File: src/rtl/load_align_unit_if.sv
// Bundles the load-request, data-memory read and writeback sides of the load aligner.
// LoadFault exists only when LOAD_FAULT_EN is defined. "master" is the aligner's view.
`default_nettype none

interface load_align_unit_if;
  logic        ReqValid;
  logic        ReqReady;
  logic [1:0]  ReqAddr;
  logic [1:0]  ReqType;
  logic        ReqUnsigned;
  logic        MemReadEn;
  logic [3:0]  MemByteSel;
  logic        MemRespValid;
  logic [31:0] MemData;
  logic        LoadValid;
  logic        LoadReady;
  logic [31:0] LoadData;
`ifdef LOAD_FAULT_EN
  logic        LoadFault;
`endif

  modport master (
    input  ReqValid, ReqAddr, ReqType, ReqUnsigned,
    output ReqReady,
    output MemReadEn, MemByteSel,
    input  MemRespValid, MemData,
    output LoadValid, LoadData,
`ifdef LOAD_FAULT_EN
    output LoadFault,
`endif
    input  LoadReady
  );

  modport slave (
    output ReqValid, ReqAddr, ReqType, ReqUnsigned,
    input  ReqReady,
    input  MemReadEn, MemByteSel,
    output MemRespValid, MemData,
    input  LoadValid, LoadData,
`ifdef LOAD_FAULT_EN
    input  LoadFault,
`endif
    output LoadReady
  );
endinterface

`default_nettype wire

File: src/rtl/load_align_unit.sv
// Load aligner: single-beat memory read, byte/half/word extraction with sign/zero extension.
// Optional LOAD_FAULT_EN adds LoadFault for illegal requests and response timeouts.
`default_nettype none

module load_align_unit #(
  parameter int TIMEOUT   = 16,
  parameter int TIMEOUT_W = 5
) (
  input  wire logic          clk,
  input  wire logic          rst_n,
  load_align_unit_if.master  bus
);

  typedef enum logic [1:0] {
    S_IDLE = 2'd0,
    S_REQ  = 2'd1,
    S_WAIT = 2'd2,
    S_RESP = 2'd3
  } state_t;

  state_t               r_state;
  state_t               w_next;
  logic [1:0]           r_addr;
  logic [1:0]           r_type;
  logic                 r_uns;
  logic [31:0]          r_data;
  logic [TIMEOUT_W-1:0] r_cnt;

  logic                 w_legal;
  logic                 w_timeout;
  logic                 w_capture;
  logic                 w_tmo_hit;
  logic [3:0]           w_sel;
  logic [7:0]           w_byte;
  logic [15:0]          w_half;
  logic [31:0]          w_ext;
  logic                 w_req_ready;
  logic                 w_rd_en;
  logic [3:0]           w_byte_sel;
  logic                 w_load_valid;

  // Byte: any offset; half: even offset; word: offset 0; type 3 never legal.
  always_comb begin
    w_legal = 1'b0;
    case (bus.ReqType)
      2'd0:    w_legal = 1'b1;
      2'd1:    w_legal = ~bus.ReqAddr[0];
      2'd2:    w_legal = (bus.ReqAddr == 2'd0);
      default: w_legal = 1'b0;
    endcase
  end

  assign w_timeout = (TIMEOUT != 0) && (r_cnt == TIMEOUT_W'(TIMEOUT - 1));
  assign w_capture = ((r_state == S_REQ) || (r_state == S_WAIT)) && bus.MemRespValid;
  assign w_tmo_hit = (r_state == S_WAIT) && !bus.MemRespValid && w_timeout;

  always_comb begin
    w_sel = 4'b1111;
    case (r_type)
      2'd0:    w_sel = 4'b0001 << r_addr;
      2'd1:    w_sel = r_addr[1] ? 4'b1100 : 4'b0011;
      default: w_sel = 4'b1111;
    endcase
  end

  always_comb begin
    w_byte = bus.MemData[7:0];
    case (r_addr)
      2'd0:    w_byte = bus.MemData[7:0];
      2'd1:    w_byte = bus.MemData[15:8];
      2'd2:    w_byte = bus.MemData[23:16];
      default: w_byte = bus.MemData[31:24];
    endcase
    w_half = r_addr[1] ? bus.MemData[31:16] : bus.MemData[15:0];
    w_ext  = bus.MemData;
    case (r_type)
      2'd0:    w_ext = r_uns ? {24'h0, w_byte} : {{24{w_byte[7]}}, w_byte};
      2'd1:    w_ext = r_uns ? {16'h0, w_half} : {{16{w_half[15]}}, w_half};
      default: w_ext = bus.MemData;
    endcase
  end

  always_ff @(posedge clk or negedge rst_n) begin
    if (!rst_n) r_state <= S_IDLE;
    else        r_state <= w_next;
  end

  always_comb begin
    w_next       = r_state;
    w_req_ready  = 1'b0;
    w_rd_en      = 1'b0;
    w_byte_sel   = 4'b0000;
    w_load_valid = 1'b0;
    case (r_state)
      S_IDLE: begin
        w_req_ready = 1'b1;
        if (bus.ReqValid) w_next = w_legal ? S_REQ : S_RESP;
      end
      S_REQ: begin
        w_rd_en    = 1'b1;
        w_byte_sel = w_sel;
        w_next     = bus.MemRespValid ? S_RESP : S_WAIT;
      end
      S_WAIT: begin
        w_byte_sel = w_sel;
        if (bus.MemRespValid || w_timeout) w_next = S_RESP;
      end
      S_RESP: begin
        w_load_valid = 1'b1;
        if (bus.LoadReady) w_next = S_IDLE;
      end
      default: w_next = S_IDLE;
    endcase
  end

  // Request fields are latched so the extract path never depends on live request inputs.
  always_ff @(posedge clk or negedge rst_n) begin
    if (!rst_n) begin
      r_addr <= 2'd0;
      r_type <= 2'd0;
      r_uns  <= 1'b0;
      r_data <= 32'h0;
      r_cnt  <= '0;
    end else begin
      if ((r_state == S_IDLE) && bus.ReqValid) begin
        r_addr <= bus.ReqAddr;
        r_type <= bus.ReqType;
        r_uns  <= bus.ReqUnsigned;
        if (!w_legal) r_data <= 32'h0;
      end
      if (w_capture)      r_data <= w_ext;
      else if (w_tmo_hit) r_data <= 32'h0;
      r_cnt <= ((r_state == S_WAIT) && (w_next == S_WAIT)) ? r_cnt + 1'b1 : '0;
    end
  end

`ifdef LOAD_FAULT_EN
  logic r_fault;

  always_ff @(posedge clk or negedge rst_n) begin
    if (!rst_n)                                               r_fault <= 1'b0;
    else if ((r_state == S_IDLE) && bus.ReqValid && !w_legal) r_fault <= 1'b1;
    else if (w_tmo_hit)                                       r_fault <= 1'b1;
    else if ((r_state == S_RESP) && bus.LoadReady)            r_fault <= 1'b0;
  end

  assign bus.LoadFault = r_fault;
`endif

  assign bus.ReqReady   = w_req_ready;
  assign bus.MemReadEn  = w_rd_en;
  assign bus.MemByteSel = w_byte_sel;
  assign bus.LoadValid  = w_load_valid;
  assign bus.LoadData   = r_data;

endmodule

`default_nettype wire

File: src/flat_wrapper.sv
// flat-port wrapper written by rule: the top's interface ports become plain ports
module load_align_unit_flat 
#(
  parameter int TIMEOUT   = 16,
  parameter int TIMEOUT_W = 5
)
  (clk, rst_n, bus_ReqValid, bus_ReqAddr, bus_ReqType, bus_ReqUnsigned, bus_ReqReady, bus_MemReadEn, bus_MemByteSel, bus_MemRespValid, bus_MemData, bus_LoadValid, bus_LoadData, bus_LoadReady);
  load_align_unit_if bus_i ();
  input  wire logic clk;
  input  wire logic rst_n;
  input wire logic [$bits(bus_i.ReqValid)-1:0] bus_ReqValid;
  input wire logic [$bits(bus_i.ReqAddr)-1:0] bus_ReqAddr;
  input wire logic [$bits(bus_i.ReqType)-1:0] bus_ReqType;
  input wire logic [$bits(bus_i.ReqUnsigned)-1:0] bus_ReqUnsigned;
  output wire logic [$bits(bus_i.ReqReady)-1:0] bus_ReqReady;
  output wire logic [$bits(bus_i.MemReadEn)-1:0] bus_MemReadEn;
  output wire logic [$bits(bus_i.MemByteSel)-1:0] bus_MemByteSel;
  input wire logic [$bits(bus_i.MemRespValid)-1:0] bus_MemRespValid;
  input wire logic [$bits(bus_i.MemData)-1:0] bus_MemData;
  output wire logic [$bits(bus_i.LoadValid)-1:0] bus_LoadValid;
  output wire logic [$bits(bus_i.LoadData)-1:0] bus_LoadData;
  input wire logic [$bits(bus_i.LoadReady)-1:0] bus_LoadReady;
  assign bus_i.ReqValid = bus_ReqValid;
  assign bus_i.ReqAddr = bus_ReqAddr;
  assign bus_i.ReqType = bus_ReqType;
  assign bus_i.ReqUnsigned = bus_ReqUnsigned;
  assign bus_ReqReady = bus_i.ReqReady;
  assign bus_MemReadEn = bus_i.MemReadEn;
  assign bus_MemByteSel = bus_i.MemByteSel;
  assign bus_i.MemRespValid = bus_MemRespValid;
  assign bus_i.MemData = bus_MemData;
  assign bus_LoadValid = bus_i.LoadValid;
  assign bus_LoadData = bus_i.LoadData;
  assign bus_i.LoadReady = bus_LoadReady;
  load_align_unit #(.TIMEOUT(TIMEOUT), .TIMEOUT_W(TIMEOUT_W)) u_core (.clk(clk), .rst_n(rst_n), .bus(bus_i));
endmodule
File: config.mk
export PLATFORM = sky130hd
export DESIGN_NAME = load_align_unit_flat
export DESIGN_NICKNAME = d
export VERILOG_FILES = /design/src/rtl/load_align_unit_if.sv /design/src/rtl/load_align_unit.sv /design/src/flat_wrapper.sv
export SDC_FILE = /design/constraint.sdc
export NUM_CORES = 1
export LEC_CHECK = 0
export ABC_AREA = 1
export BUFFER_PORTS_ARGS = -buffer_cell sky130_fd_sc_hd__buf_2
export CAP_MARGIN = 25
export CORE_ASPECT_RATIO = 1.25
export CORE_MARGIN = 2
export CORE_UTILIZATION = 45
export CTS_CLUSTER_DIAMETER = 80
export DETAILED_ROUTE_END_ITERATION = 6
export PLACE_DENSITY = 0.83
export SKIP_CTS_REPAIR_TIMING = 1
export SYNTH_ARGS = -nofsm -noshare
export SYNTH_HDL_FRONTEND = slang
export SYNTH_SLANG_ARGS = --single-unit
File: constraint.sdc
create_clock -name clk -period 1.7 [get_ports clk]
set_clock_uncertainty 0.1 [all_clocks]
set_input_delay 0.34 -clock clk [delete_from_list [all_inputs] [get_ports clk]]
set_output_delay 0.34 -clock clk [all_outputs]
set_load 0.03 [all_outputs]
==> results.md, run 1 <==
- Fill count: 492
- H-tree depth: 2
- Min-Delay Path Class: primary input to flip-flop
- Clk Latency, worst-skew pair: 0.31 ns
- Diodes inserted: 0
- Core Region: 0.00578 mm2
- Worst R2R End: u_core.bus.LoadData[14]
- Final setup vio count: 30
- Worst VDD drop: 1.47 mV
- Crit path largest cell delay: 0.48 ns
- Final RePlAce weighted congestion: 0.906
- Hold Slack: 0.146 ns
- RSZ-0062 raised after global routing: true
- Minimum clock period: 1.95 ns
- Syn_area_per_cell: 7.27 um2
- Post-DP HPWL: 5.61 mm
- Initial antenna violation count: 0
- Element type at the critical path start: flip-flop
- Vias in the first global route: 2717
- DR vias: 2896
- TritonCTS Buffers: 5
- Initial core utilization: 46.3%
- Max_slew headroom: 70.5%
- FP Rows: 31
- Critical path cell sequence: clkinv_8 -> nand2_4 -> inv_1 -> o21ai_2 -> nand2_1 -> nor2_4 -> buf_4
- Register area share after synthesis: 41.2%
- Final Max Tran Viols: 0
- Non-filler cells, final: 536
- Worst Setup SP: u_core.r_type[1]
- Asr flop ratio synth: 100%
- DR WL/cell: 15.6 um
- Top-count cell post-synth: nand2_1
- CTS Root Cell: clkbuf_8
- Met1 GRT Util: 26.9%
- GRT Total Usage: 22.9%
- Distinct cell type count after synthesis: 30
- PnR worst setup slack: -0.254 ns
- IO buf count: 80
- Crit end category: output pin
- Fin. Hold Viols: 0
- Die W: 73.0 um
- Busiest metal layer after global routing: met2
- CP endpoint: bus_MemByteSel[0]
- Syn Nets: 416
- FF+latch count, synth: 44
- Die area: 0.00658 mm2
- Synth area leaders: dfrtp_1 41%, nand2_1 19%, nand3_1 6.4%
- CTS clock-pin slew for the worst setup and hold paths: 0.09 ns
- GR Overflow Total: 0
- Leak Pwr: 0.00208 uW
- Post-synth EDFFs: 0
- Sink Count: 44
- Met2 Usage GRT: 39.6%
- Reg2Reg Launch Point: u_core.r_cnt[1]
- First-pass GRT wire length: 12.0 mm
- Layout cell share with drive strength beyond 1: 43.6%
- Period utilization: 115%
- DRT Wirelength: 8.36 mm
- Slowest CP cell: dfrtp_2
- Post-Syn Instances: 368
- Met3 usage: 5.38%
- Area grow syn2layout: 41.2%
- DR vias/cell: 5.40
- Top-Level Pins: 81
- Synth top area share: 41.2%
- Max frequency: 0.512 GHz
- Worst reg2reg setup slack: -0.05 ns
- Antenna-violating nets left: 0
- Cells after DPL: 518
- Bufs on Longest Clock Path: 2
- Mapped cell area: 0.00268 mm2
- CTS tree: built
- Initial drt markers: 242
- Worst Path Max Fanout: 5
- Area leader, netlist: dfrtp_1
- DIE HEIGHT: 90.2 um
- Worst slew pin tran: 0.443 ns
- Crit path kind: flip-flop to output pin
- Status: finished with violations
- Worst path required time: 1.26 ns
- Pwr Total: 8320 uW
- Crit path arrival time: 1.51 ns
- Fin nets: 517
- Max Cap Violations: 0
- Ys Warns: 0
- Post-route cell area: 0.00378 mm2
- Failing checks: setup timing
- Residual DRC count: 0
- Placed cell area: 0.00324 mm2
- Reg2Reg Depth: 9
- Largest net degree at the start of global routing: 33
- Synth cell count leaders: 136 x nand2_1, 44 x dfrtp_1, 34 x nand3_1
- Synth Flop Type: dfrtp_1
- PwrDens: 2200 mW/mm2
- DR pass1 iterations: 7
-- registers in the layout, indices dropped and copies added (netlist names) --
register,flops
u_core.bus.LoadData,32
u_core.r_cnt,5
u_core.r_addr,2
u_core.r_state,2
u_core.r_type,2
u_core.r_uns,1
-- routing by layer --
layer / part of all wire, % / routed length [um]
met1: 37 / 3110
met2: 52 / 4360
met3: 7.5 / 624
met4: 3.1 / 261
met5: 0 / 0
-- cell families after synthesis --
| group | count (synthesis) | share of synthesized area [%] |
|---|---|---|
| DFF | 44 | 41.2 |
| xor gates and xnor gates | 2 | 0.655 |
| adders and majority gates | 6 | 2.81 |
| AOI/OAI and AO/OA | 45 | 9.12 |
| buffers and inverters | 53 | 10.0 |
| and+or+nand+nor | 218 | 36.2 |
-- area by class of cell --
class                   count  area, um2  area share [%]
flip-flops and latches     44       1100            29.2
clock buffers               5       68.8            1.82
clock inverters             3       46.3            1.23
well taps                  66       82.6            2.19
multi-input cells         272       1600            42.4
repair buffers            109        714            18.9
inverters                  37        159            4.21
-- power breakdown --
part	total, uW	leakage, uW	switching (uW)	internal [uW]
logic	5650	0.00146	3600	2050
registers	1820	0.000566	355	1460
clock network	850	0.0000548	406	443
total	8320	0.00208	4360	3960
-- worst min-delay path by stage --
stage	start	slack [ns]	endpoint	cells past startpoint
after floorplan	rst_n	-0.06	u_core.bus.LoadData[0]	0
after global placement	rst_n	0.20	u_core.bus.LoadData[17]	1
after detailed placement	rst_n	0.21	u_core.bus.LoadData[17]	1
after CTS	rst_n	-0.13	u_core.bus.LoadData[17]	1
after global routing	bus_ReqUnsigned	0.17	u_core.r_uns	3
final	bus_ReqUnsigned	0.15	u_core.r_uns	3
-- critical path: cells and delay by family (launching register included) --
kind | cells | cell delay, ns
DFF | 1 | 0.48
buffers and inverters | 3 | 0.42
AOI/OAI and AO/OA | 1 | 0.10
and+or+nand+nor | 3 | 0.21
-- layout by cell type, fill, tap and decap left out, types with 3 or more instances in the layout --
master	instances
a21oi_1	16
buf_2	74
buf_4	26
buf_6	3
clkbuf_8	5
dfrtp_1	42
ha_4	4
inv_1	29
inv_2	5
nand2_1	99
nand2_2	37
nand2_4	14
nand3_1	31
nand3_2	4
nand3_4	3
nor2_1	19
nor2_4	4
nor3_2	5
o21ai_0	7
o21ai_1	9
o21ai_2	3
o22ai_1	7
-- through the flow --
step | TNS (ns) | setup slack, ns | utilization (%)
final | -1.37 | -0.254 | 65.4
after global routing | -2.66 | -0.326 | 65.4
after CTS | -2.72 | -0.371 | 58.1
after detailed placement | -0.740 | -0.0520 | 56.1
after global placement | 0 | 0.00412 | 56.1
after floorplan | -0.332 | -0.128 | -
Power figures use the tool's default switching activity.
==> inputs of run 2 (changes only) <==
CELL_PAD_IN_SITES_DETAIL_PLACEMENT = 1   (was default)
CELL_PAD_IN_SITES_GLOBAL_PLACEMENT = 1   (was default)
CORE_UTILIZATION = 33   (was 45)
PLACE_DENSITY = 0.86   (was 0.83)
SKIP_LAST_GASP = 1   (was default)
==> run 2 against run 1 <==
  * The run still ends with setup timing left
  * Non-clock buffer count decreased by 1
  * Worst setup slack improved by 0.033 ns
  * Count of clock-buffer cells in the layout unchanged
  * Register-to-register slack got worse by 0.04 ns
  * Hold slack got worse by 0.0081 ns
  * Critical path type unchanged
  * Largest cell class unchanged
==> results.md, run 2 (synthesized netlist as in run 1, its figures left out) <==
- Crit end category: output pin
- DR vias/cell: 5.10 (-5.7%)
- DR WL/cell: 17.1 um (+9.8%)
- Fin nets: 516 (-0.19%)
- RSZ-0062 raised after global routing: true
- Die area: 0.00885 mm2 (+34%)
- Largest net degree at the start of global routing: 33 (unchanged)
- Worst slew pin tran: 0.416 ns (-0.0269 ns)
- Reg2Reg Depth: 10 (+1)
- TritonCTS Buffers: 5 (unchanged)
- DIE HEIGHT: 105 um (+16%)
- Initial antenna violation count: 0 (unchanged)
- Leak Pwr: 0.00210 uW (+0.80%)
- Post-DP HPWL: 6.52 mm (+16%)
- Max frequency: 0.521 GHz (+1.7%)
- CP top delay family: flip-flops
- Minimum clock period: 1.92 ns (-0.0330 ns)
- Crit path largest cell delay: 0.47 ns (about the same)
- Top-Level Pins: 81 (unchanged)
- Placed cell area: 0.00327 mm2 (+0.89%)
- GR Overflow Total: 0 (unchanged)
- PwrDens: 2210 mW/mm2 (+0.61%)
- Fill count: 1017 (+110%)
- Vias in the first global route: 2886 (+6.2%)
- Critical path cell sequence: clkinv_8 -> nand2_4 -> inv_1 -> o21ai_2 -> nand2_2 -> nor2_4 -> buf_4
- First-pass GRT wire length: 13.7 mm (+14%)
- Post-route cell area: 0.00385 mm2 (+1.8%)
- Multi-input gate area: 0.00164 mm2 (+2.4%)
- Bufs on Longest Clock Path: 2 (unchanged)
- Worst path required time: 1.26 ns (about the same)
- Fin. Hold Viols: 0 (unchanged)
- Worst Min Path Start: bus_ReqUnsigned
- Initial drt markers: 113 (-53%)
- Diodes inserted: 0 (unchanged)
- Worst Path Max Fanout: 5 (unchanged)
- Final setup vio count: 36 (+20%)
- Clk Latency, worst-skew pair: 0.30 ns (about the same)
- Antenna-violating nets left: 0 (unchanged)
- Max reg flops: 32 (unchanged)
- FP Rows: 36 (+16%)
- Period utilization: 113% (-1.9 points)
- Non-filler cells, final: 564 (+5.2%)
- Worst VDD drop: 1.57 mV (+7.0%)
- Die W: 84.5 um (+16%)
- Status: finished with violations
- Worst reg2reg setup slack: -0.09 ns (-0.04 ns)
- DRT Wirelength: 9.66 mm (+16%)
- DR pass1 iterations: 6 (-1)
- Most frequent cells in the layout: 86 x nand2_1, 74 x buf_2, 44 x nand2_2
- Commonest non-fill, non-tap cell in the layout: nand2_1
- Max Cap Violations: 0 (unchanged)
- Max_slew headroom: 72.3% (+1.8 points)
- CTS Root Cell: clkbuf_8
- PnR worst setup slack: -0.221 ns (+0.0330 ns)
- Min-Delay Path Class: primary input to flip-flop
- GRT Total Usage: 19.3% (-3.6 points)
- Residual DRC count: 0 (unchanged)
- Final Max Tran Viols: 0 (unchanged)
- Element type at the critical path start: flip-flop
- IO buf count: 80 (unchanged)
- Initial core utilization: 34.1% (-12 points)
- H-tree depth: 2 (unchanged)
- Failing checks: setup timing
- DR vias: 2875 (-0.73%)
- CTS tree: built
- Core Region: 0.00784 mm2 (+36%)
- Final RePlAce weighted congestion: 0.833 (-8.0%)
- Slowest CP cell: dfrtp_2
- Crit path arrival time: 1.48 ns (-0.03 ns)
- Hold path depth: 3 (unchanged)
- Worst R2R End: u_core.bus.LoadData[18]
- CTS clock-pin slew for the worst setup and hold paths: 0.09 ns (about the same)
- Layout cell share with drive strength beyond 1: 45.8% (+2.2 points)
- Sink Count: 44 (unchanged)
- Hold Crit Endpoint: u_core.r_uns
- Reg2Reg Launch Point: u_core.r_state[0]
- Crit path kind: flip-flop to output pin
- Area grow syn2layout: 43.8%
- Cells after DPL: 546 (+5.4%)
- CP Buf/Inv Count: 3 (unchanged)
- Pwr Total: 8520 uW (+2.4%)
- Register area: 0.00110 mm2 (+0.11%)
==> run 2: worst reg2reg max path: stages, from the launching register on <==
cell	delay, ns
dfrtp_1	0.40
inv_2	0.10
ha_4	0.16
nand2_2	0.06
inv_2	0.06
nand3_1	0.19
nand3_2	0.17
clkinv_4	0.11
clkbuf_16	0.21
nand2_4	0.08
nand2_2	0.05
==> run 2: final cells by class <==
| cell class | instances | share of cell area (%) |
|---|---|---|
| sequential | 44 | 28.7 |
| clock inverter | 3 | 1.24 |
| multi-input combinational | 272 | 42.7 |
| inverter | 37 | 4.07 |
| clock buffer | 5 | 1.79 |
| timing repair buffer | 108 | 18.4 |
| tap | 95 | 3.09 |
==> run 2: how the worst max path moves through the flow <==
stage / slack (ns) / start / depth (start not counted) / endpoint
3_3_place_gp: 0.004 / u_core.r_cnt[0] / 8 / u_core.r_cnt[3]
4_1_cts: -0.35 / u_core.r_type[1] / 5 / bus_MemByteSel[2]
2_1_floorplan: -0.13 / u_core.r_addr[1] / 5 / bus_MemByteSel[2]
3_5_place_dp: -0.1 / u_core.r_cnt[0] / 8 / u_core.r_cnt[2]
5_1_grt: -0.27 / u_core.r_type[1] / 7 / bus_MemByteSel[0]
6_report: -0.22 / u_core.r_type[1] / 7 / bus_MemByteSel[0]
==> run 2: stage by stage <==
stage / setup slack (ns) / TNS [ns] / utilization (%) / hold slack [ns]
floorplan: -0.128 / -0.332 / - / -0.0556
global placement: 0.00353 / 0 / 41.7 / 0.191
detailed placement: -0.0991 / -0.669 / 41.7 / 0.188
CTS: -0.355 / -3.33 / 43.2 / -0.143
global route: -0.272 / -5.48 / 49.1 / 0.173
finish: -0.221 / -2.13 / 49.1 / 0.138
==> run 2: where the power goes <==
group	leakage, uW	switching [uW]	internal (uW)
Combinational	0.00148	3700	2110
Clock	0.0000583	404	443
Sequential	0.000565	396	1470
Total	0.00210	4500	4020
==> run 2: routing by layer <==
metal	global-route usage, %	wire (um)	vias to the layer above
met5	0	0	-
met4	6.12	215	0
met3	3.40	398	22
met2	36.3	5390	75
met1	21.7	3650	1415
li1	-	-	1363
==> inputs of run 3 (changes only) <==
ABC_AREA = default   (was 1)
CORE_UTILIZATION = 34   (was 33)
PLACE_DENSITY = 0.84   (was 0.86)
==> run 3 against run 2 <==
  * The run still ends with setup timing left
  * Routed wire length down 11%
  * Cell area down 7.5%
  * Fmax down 2.0%
  * Power down 9.0%
  * Flip-flop and latch count unchanged
  * Combinational power down 8.8%
  * Synthesized cell count down 44%
  * Highest routed layer unchanged
==> results.md, run 3 <==
- Die W: 77.9 um (-7.8%)
- DRT Wirelength: 8.57 mm (-11%)
- PnR worst setup slack: -0.260 ns (-0.0397 ns)
- Non-filler cells, final: 410 (-27%)
- Final RePlAce weighted congestion: 0.822 (-1.4%)
- Synth top area share: 47.4% (+6.3 points)
- Worst reg2reg setup slack: -0.22 ns (-0.13 ns)
- Commonest non-fill, non-tap cell in the layout: buf_2
- DIE HEIGHT: 96.4 um (-7.9%)
- Crit path arrival time: 1.52 ns (+0.04 ns)
- TritonCTS Buffers: 5 (unchanged)
- CTS tree: built
- Crit end category: output pin
- Distinct cell type count after synthesis: 38 (+27%)
- First-pass GRT wire length: 11.8 mm (-14%)
- Sink Count: 44 (unchanged)
- Fin nets: 370 (-28%)
- Die area: 0.00751 mm2 (-15%)
- PwrDens: 2180 mW/mm2 (-1.7%)
- Cells after DPL: 387 (-29%)
- Min-Delay Path Class: primary input to flip-flop
- Register area share after synthesis: 47.4% (+6.3 points)
- Worst slew pin tran: 0.453 ns (+0.0370 ns)
- GRT Total Usage: 20.4% (+1.1 points)
- Max reg flops: 32 (unchanged)
- Leak Pwr: 0.00168 uW (-20%)
- Initial drt markers: 177 (+57%)
- Synth Flop Type: dfrtp_1
- GR Overflow Total: 0 (unchanged)
- Max Cap Violations: 0 (unchanged)
- Syn_area_per_cell: 11.3 um2 (+55%)
- Most frequent cells in the layout: 73 x buf_2, 43 x dfrtp_1, 30 x buf_4
- DR pass1 iterations: 4 (-2)
- DR WL/cell: 20.9 um (+22%)
- Residual DRC count: 0 (unchanged)
- Synth cell count leaders: 44 x dfrtp_1, 16 x a221o_1, 12 x nand2_1
- Crit path kind: flip-flop to output pin
- DR vias: 2278 (-21%)
- Initial core utilization: 35.1% (+1.0 points)
- H-tree depth: 2 (unchanged)
- Worst Path Max Fanout: 4 (-1)
- Bufs on Longest Clock Path: 2 (unchanged)
- Post-Syn Instances: 206 (-44%)
- Ys Warns: 0 (unchanged)
- Diodes inserted: 0 (unchanged)
- FP Rows: 33 (-8.3%)
- Period utilization: 115% (+2.3 points)
- Syn Nets: 254 (-39%)
- Post-synth EDFFs: 0 (unchanged)
- Post-DP HPWL: 5.76 mm (-12%)
- Failing checks: setup timing
- Core Region: 0.00661 mm2 (-16%)
- Met3 wire length: 355 um (-11%)
- Max_slew headroom: 69.8% (-2.5 points)
- Top-count cell post-synth: dfrtp_1
- Minimum clock period: 1.96 ns (+0.0397 ns)
- Synth area leaders: dfrtp_1 47%, a221o_1 6.9%, mux2_2 4.4%
- Max frequency: 0.510 GHz (-2.0%)
- FF+latch count, synth: 44 (unchanged)
- Worst path required time: 1.26 ns (about the same)
- Status: finished with violations
- Asr flop ratio synth: 100% (unchanged)
- CTS clock-pin slew for the worst setup and hold paths: 0.09 ns (about the same)
- Initial antenna violation count: 0 (unchanged)
- Vias in the first global route: 2288 (-21%)
- Met1 Wirelength: 3.28 mm (-10%)
- CTS Root Cell: clkbuf_8
- Element type at the critical path start: flip-flop
- Final Max Tran Viols: 0 (unchanged)
- Uppermost layer routed: met4
- Mapped cell area: 0.00232 mm2 (-13%)
- Layout cell share with drive strength beyond 1: 54.8% (+9.0 points)
- RSZ-0062 raised after global routing: true
- Clk Latency, worst-skew pair: 0.30 ns (about the same)
- Pre-CTS WS: -0.555 ns (-0.455 ns)
- Met2 routed WL: 4.80 mm (-11%)
- Top-Level Pins: 81 (unchanged)
- Fin. Hold Viols: 0 (unchanged)
- Final setup vio count: 41 (+14%)
- Area leader, netlist: dfrtp_1
- Largest net degree at the start of global routing: 45 (+36%)
- DR vias/cell: 5.56 (+9.0%)
- Antenna-violating nets left: 0 (unchanged)
- IO buf count: 80 (unchanged)
- Worst VDD drop: 1.70 mV (+8.2%)
- Area grow syn2layout: 53.3%
-- run 3: final timing paths --
path	end	cells after the start	startpoint
max	bus_MemByteSel[0]	5	u_core.r_addr[0]
min	u_core.r_uns	2	bus_ReqUnsigned
max reg2reg	u_core.bus.LoadData[5]	7	u_core.r_type[0]
min reg2reg	u_core.bus.LoadData[8]	1	u_core.bus.LoadData[8]
max in group asynchronous	u_core.r_addr[0]	3	rst_n
min in group asynchronous	u_core.bus.LoadData[18]	3	rst_n
-- run 3: layout make-up --
class,count,area [um2]
fillers,759,3050
multi-input cells,142,1350
flip-flops and latches,44,1100
repair buffers,123,877
well taps,87,109
clock buffers,5,68.8
clock inverters,3,23.8
inverters,6,22.5
-- run 3: cells by family after synthesis --
| kind of cell | share of synthesized area [%] |
|---|---|
| AO/OA/AOI/OAI | 25.2 |
| AND/OR/NAND/NOR | 12.5 |
| flip-flops | 47.4 |
| buffers and inverters | 3.61 |
| multiplexers | 7.28 |
| adder cells (fa/ha/maj) | 3.23 |
| XOR/XNOR | 0.755 |
-- run 3: per-stage QoR --
stage	power, uW	TNS [ns]	area [um2]	hold WS [ns]	util (%)
after CTS	6730	-12.93	3170	-0.0933	48.0
after global placement	5870	-6.29	3080	0.232	46.6
after global routing	8150	-8.85	3560	0.143	53.8
after detailed placement	6030	-10.74	3080	0.237	46.6
final	7750	-6.15	3560	0.138	53.8
after floorplan	4580	-0.833	2400	-0.0556	-
-- run 3: power breakdown --
group	total, uW	leakage [uW]	switching (uW)	internal (uW)
combinational	5300	0.00107	2910	2390
sequential	1770	0.000564	310	1460
clock	682	0.0000404	391	291
total	7750	0.00168	3610	4140
-- run 3: critical path, stage by stage (launching register included) --
cell      delay, ns
dfrtp_2        0.46
buf_6          0.14
nor2b_4        0.14
o21bai_4       0.17
and2_4         0.18
buf_6          0.13
-- run 3: routing by layer --
layer | vias to the layer above | global-route usage (%)
met5 | - | 0
met3 | 11 | 3.62
li1 | 1031 | -
met4 | 0 | 6.14
met1 | 1174 | 23.2
met2 | 62 | 39.0
